$ cat src/rtl/mem_wb_writeback.sv
// Memory/writeback pipeline stage: registers EM results, aligns load data and drives the register-file write port.
// Optional retired-instruction counter enabled by defining WB_RETIRE_CNT_EN.
module mem_wb_writeback #(
    parameter int XLEN  = 32,
    parameter int CNT_W = 32
) (
    input  logic            clk,
    input  logic            rst,
    input  logic            stall,
    input  logic            flush,
    input  logic            valid_EM,
    input  logic            reg_wr_EM,
    input  logic [4:0]      rd_EM,
    input  logic [1:0]      wb_sel_EM,
    input  logic [2:0]      funct3_EM,
    input  logic [XLEN-1:0] alu_out_EM,
    input  logic [XLEN-1:0] pc_EM,
    input  logic [XLEN-1:0] csr_rdata_EM,
    input  logic [XLEN-1:0] dmem_rdata,
    output logic            valid_MW,
    output logic            reg_wrMW,
    output logic [4:0]      waddr_MW,
    output logic [XLEN-1:0] wdata
`ifdef WB_RETIRE_CNT_EN
    ,
    output logic [CNT_W-1:0] retire_count
`endif
);

    typedef enum logic [1:0] {
        WB_ALU  = 2'b00,
        WB_LOAD = 2'b01,
        WB_PC4  = 2'b10,
        WB_CSR  = 2'b11
    } wb_sel_e;

    // The alignment logic below is written for a 32-bit datapath only.
    if (XLEN != 32 || CNT_W < 1) begin : g_bad_cfg
        $error("mem_wb_writeback: XLEN must be 32 and CNT_W at least 1");
    end

    logic [1:0]      off;
    logic [7:0]      load_byte;
    logic [15:0]     load_half;
    logic [XLEN-1:0] load_data;
    logic [XLEN-1:0] wb_data;

    assign off = alu_out_EM[1:0];

    always_comb begin
        // NOTE: every output gets a default first so no path through the case infers a latch.
        load_byte = dmem_rdata[7:0];
        load_half = off[1] ? dmem_rdata[31:16] : dmem_rdata[15:0];
        load_data = dmem_rdata;
        wb_data   = alu_out_EM;

        case (off)
            2'd1:    load_byte = dmem_rdata[15:8];
            2'd2:    load_byte = dmem_rdata[23:16];
            2'd3:    load_byte = dmem_rdata[31:24];
            default: load_byte = dmem_rdata[7:0];
        endcase

        // Undefined size codes fall through to a full-word load.
        case (funct3_EM)
            3'b000:  load_data = {{24{load_byte[7]}}, load_byte};
            3'b100:  load_data = {24'd0, load_byte};
            3'b001:  load_data = {{16{load_half[15]}}, load_half};
            3'b101:  load_data = {16'd0, load_half};
            default: load_data = dmem_rdata;
        endcase

        case (wb_sel_e'(wb_sel_EM))
            WB_ALU:  wb_data = alu_out_EM;
            WB_LOAD: wb_data = load_data;
            WB_PC4:  wb_data = pc_EM + XLEN'(4);
            WB_CSR:  wb_data = csr_rdata_EM;
            default: wb_data = alu_out_EM;
        endcase
    end

    // Priority rst > flush > stall > capture; a held write simply repeats.
    always_ff @(posedge clk) begin
        if (rst || flush) begin
            valid_MW <= 1'b0;
            reg_wrMW <= 1'b0;
            waddr_MW <= '0;
            wdata    <= '0;
        end else if (!stall) begin
            valid_MW <= valid_EM;
            reg_wrMW <= valid_EM & reg_wr_EM & (rd_EM != 5'd0);
            waddr_MW <= rd_EM;
            wdata    <= wb_data;
        end
    end

`ifdef WB_RETIRE_CNT_EN
    always_ff @(posedge clk) begin
        if (rst) begin
            retire_count <= '0;
        end else if (!flush && !stall && valid_EM) begin
            retire_count <= retire_count + CNT_W'(1);
        end
    end
`endif

endmodule

$ cat config.mk
export PLATFORM = sky130hd
export DESIGN_NAME = mem_wb_writeback
export DESIGN_NICKNAME = d
export VERILOG_FILES = /design/src/rtl/mem_wb_writeback.sv
export SDC_FILE = /design/constraint.sdc
export NUM_CORES = 1
export LEC_CHECK = 0
export CAP_MARGIN = 25
export CORE_ASPECT_RATIO = 2
export CORE_MARGIN = 1
export CORE_UTILIZATION = 40
export CTS_CLUSTER_SIZE = 40
export DETAILED_ROUTE_END_ITERATION = 6
export GPL_ROUTABILITY_DRIVEN = 0
export PLACE_DENSITY = 0.81
export SLEW_MARGIN = 5
export SYNTH_ARGS = -nofsm -noshare
export SYNTH_HDL_FRONTEND = slang
export SYNTH_SLANG_ARGS = --single-unit
$ cat constraint.sdc
create_clock -name clk -period 2.3 [get_ports clk]
set_input_delay 0.23 -clock clk [delete_from_list [all_inputs] [get_ports clk]]
set_output_delay 0.23 -clock clk [all_outputs]
set_load 0.03 [all_outputs]
==> results.sh <==
export IMPL_cp_end_kind="flop"
export IMPL_peakVddDrop_v=0.0004077
export IMPL_finalSetupViolations=1
export IMPL_clk_pin_slew_worst_paths_ns=0.06
export IMPL_powerDensity_mw_per_mm2=409.4
export IMPL_cts_resized=0
export IMPL_fin_skew_ns=0
export IMPL_h_tree_depth=2
export IMPL_wl_per_cell_um=21.50
export IMPL_path_common_cell="buf_4"
export IMPL_cts_root_buf="clkbuf_16"
export IMPL_detail_route_wirelength_um=17240
export IMPL_synthesis_area_mm2=0.003411
export IMPL_layout_common_cells="clkdlybuf4s50_1 (180), buf_4 (66), nand2_1 (61)"
export IMPL_worstSkewPairLatency_ns=0.29
export IMPL_synth_ff_type="dfxtp_1"
export IMPL_p_sw_share_pct=31.03
export IMPL_ant_nets=0
export IMPL_synth_top_area_share_pct=22.89
export IMPL_crit_type="input port to flop"
export IMPL_critPathRequiredTime_ns=2.46
export IMPL_worstHoldPathType="flop to flop"
export IMPL_yosysSeqAreaShare_pct=22.89
export IMPL_area_delta_synth_final_pct=73.81
export IMPL_p_clk_share_pct=33.7
export IMPL_dp_hpwl_um=13720
export IMPL_slew_headroom_pct=58.97
export IMPL_cts_sinks=39
export IMPL_crit_fanout=6
export IMPL_cts_tree="yes"
export IMPL_grt_pass1_wl_um=25830
export IMPL_clockBufferDepth=2
export IMPL_io_buffers=182
export IMPL_combPwrFrac_pct=36.4
export IMPL_vias_per_cell=6.365
export IMPL_crit_path_cell_trace="clkdlybuf4s50_1 > nand4_1 > buf_4 > nor4_2 > buf_4 > mux2_2 > a211oi_1 > o21ai_0"
export IMPL_postCtsHoldBufs=0
export IMPL_period_needed_ns=2.318
export IMPL_dieArea_mm2=0.008923
export IMPL_cap_violations=0
export IMPL_antenna_found_initial=0
export IMPL_synth_top_area_cell="dfxtp_1"
export IMPL_drt_iter0_drc=670
export IMPL_cpPeakStageDelay_ns=0.53
export IMPL_crit_buf_inv=3
export IMPL_coreArea_mm2=0.008292
export IMPL_drive_gt1_share_pct=14.35
export IMPL_final_common_cell="clkdlybuf4s50_1"
export IMPL_cp_slowest_cell="clkdlybuf4s50_1"
export IMPL_synthesis_instances=480
export IMPL_synth_nets=625
export IMPL_async_flop_share_pct=0
export IMPL_start_kind="input port"
export IMPL_vias=5105
export IMPL_r2r_slack_ns=1.28
export IMPL_rsz0062_at_grt="no"
export IMPL_violations="negative setup slack"
export IMPL_die_x_um=67.30
export IMPL_fmax_mhz=431.3
export IMPL_std_cell_rows=47
export IMPL_synth_area_leaders="dfxtp_1 (23%), o21ai_0 (6.7%), nand2_1 (6.7%)"
export IMPL_syn_area_per_cell_um2=7.106
export IMPL_start_util_pct=41.13
export IMPL_dr_pass1_iters=5
export IMPL_synth_warnings=0
export IMPL_antenna_cells=0
export IMPL_p_seq_share_pct=29.9
export IMPL_die_h_um=132.6
export IMPL_power_switching_mw=0.7531
export IMPL_crit_family="buffers and inverters"
export IMPL_final_util_pct=71.50
export IMPL_grt_overflow_total=0
export IMPL_finalHoldViolations=0
export IMPL_setup_ws_ns=-0.01849
export IMPL_place_ws_ns=-0.2625
export IMPL_tns_ns=-0.01849
export IMPL_num_fill_cells=693
export IMPL_p_leak_nw=2.234
export IMPL_grt_max_degree=26
export IMPL_arrival_ns=2.47
export IMPL_synth_seq_cells=39
export IMPL_finalCritPeriodShare_pct=100.8
export IMPL_grt_usage_pct=38.95
export IMPL_outcome="finished with violations"
export IMPL_p_int_mw=1.674
export IMPL_maxSlewViolCount=0
export IMPL_grt_pass1_vias=5139
export IMPL_yosysUniqueCellTypes=60
export IMPL_post_cts_buffers=0
export IMPL_tightest_slew_ns=0.6118
export IMPL_drc=0
export IMPL_cts_made_buffers=5
export IMPL_nNetsFinal=848
export IMPL_synth_edf_count=0
export IMPL_ios=183
## path summary, 6_finish.rpt
kind | startpoint | endpoint | depth (start not counted)
worst min register to register | wdata[3] | wdata[3] | 2
worst min-delay path | wdata[3] | wdata[3] | 2
worst max register to register | wdata[10] | wdata[10] | 3
worst max-delay path | pc_EM[5] | wdata[19] | 8
## per-stage QoR
stage | total power [mW] | area (um2) | std cells | hold slack, ns
2_1_floorplan | 1.076 | 3411 | 480 | 0.3739
3_3_place_gp | 1.581 | 5741 | 794 | 0.4432
3_5_place_dp | 1.594 | 5741 | 794 | 0.4566
4_1_cts | 2.402 | 5909 | 802 | 0.4686
5_1_grt | 2.507 | 5928 | 802 | 0.4910
6_report | 2.427 | 5928 | 802 | 0.4693
## Yosys cell counts, drive strengths merged (8+ instances only)
cell / n
a211oi: 8
a21oi: 45
a31oi: 8
buf: 10
clkbuf: 24
dfxtp: 39
inv: 14
mux2i: 10
nand2: 61
nand3: 13
nor2: 38
nor2b: 9
nor3: 17
nor4: 12
o211ai: 11
o21ai: 46
o221ai: 10
xnor2: 12
## worst register-to-register path, cell delays in order, from the launching register on
cell and delay, ns:
dfxtp_1 0.37, nor2_1 0.07, a2111oi_0 0.38, a211o_1 0.15
## cell families after synthesis
logic type / Yosys count / share of synthesized area [%]
AOI/OAI and AO/OA: 181 / 35.66
xor gates and xnor gates: 13 / 3.338
adders and majority gates: 1 / 0.3668
buffers and inverters: 48 / 5.943
DFF: 39 / 22.89
muxes: 18 / 5.906
and+or+nand+nor: 180 / 25.90
## power by group through the flow
stage	Clock (mW)	Combinational, mW	Sequential [mW]
6_report	0.817	0.884	0.726
5_1_grt	0.853	0.926	0.727
4_1_cts	0.817	0.861	0.725
3_5_place_dp	0	0.855	0.739
3_3_place_gp	0	0.842	0.739
2_1_floorplan	0	0.286	0.791
## final cells by class
| class | instances | area (um2) | area share [%] |
|---|---|---|---|
| Inverter | 14 | 52.55 | 0.8864 |
| Timing Repair Buffer | 250 | 2362 | 39.85 |
| Sequential cell | 39 | 780.7 | 13.17 |
| Multi-Input combinational cell | 393 | 2441 | 41.18 |
| Clock inverter | 3 | 43.79 | 0.7387 |
| Clock buffer | 5 | 125.1 | 2.111 |
| Tap cell | 98 | 122.6 | 2.068 |
## layer usage
| layer | vias to the layer above | share of wire, % | global-route usage, % |
|---|---|---|---|
| met3 | 104 | 8.6 | 7.328 |
| met1 | 2348 | 31 | 39.05 |
| met4 | 0 | 8.7 | 31.56 |
| met2 | 388 | 51 | 66.17 |
| met5 | - | 0 | 0 |
| li1 | 2265 | - | - |
## registers in the layout (all words and copies together), names as in the netlist
signal / count
valid_MW: 1
reg_wrMW: 1
wdata: 32
waddr_MW: 5
(Power assumes the default switching activity.)
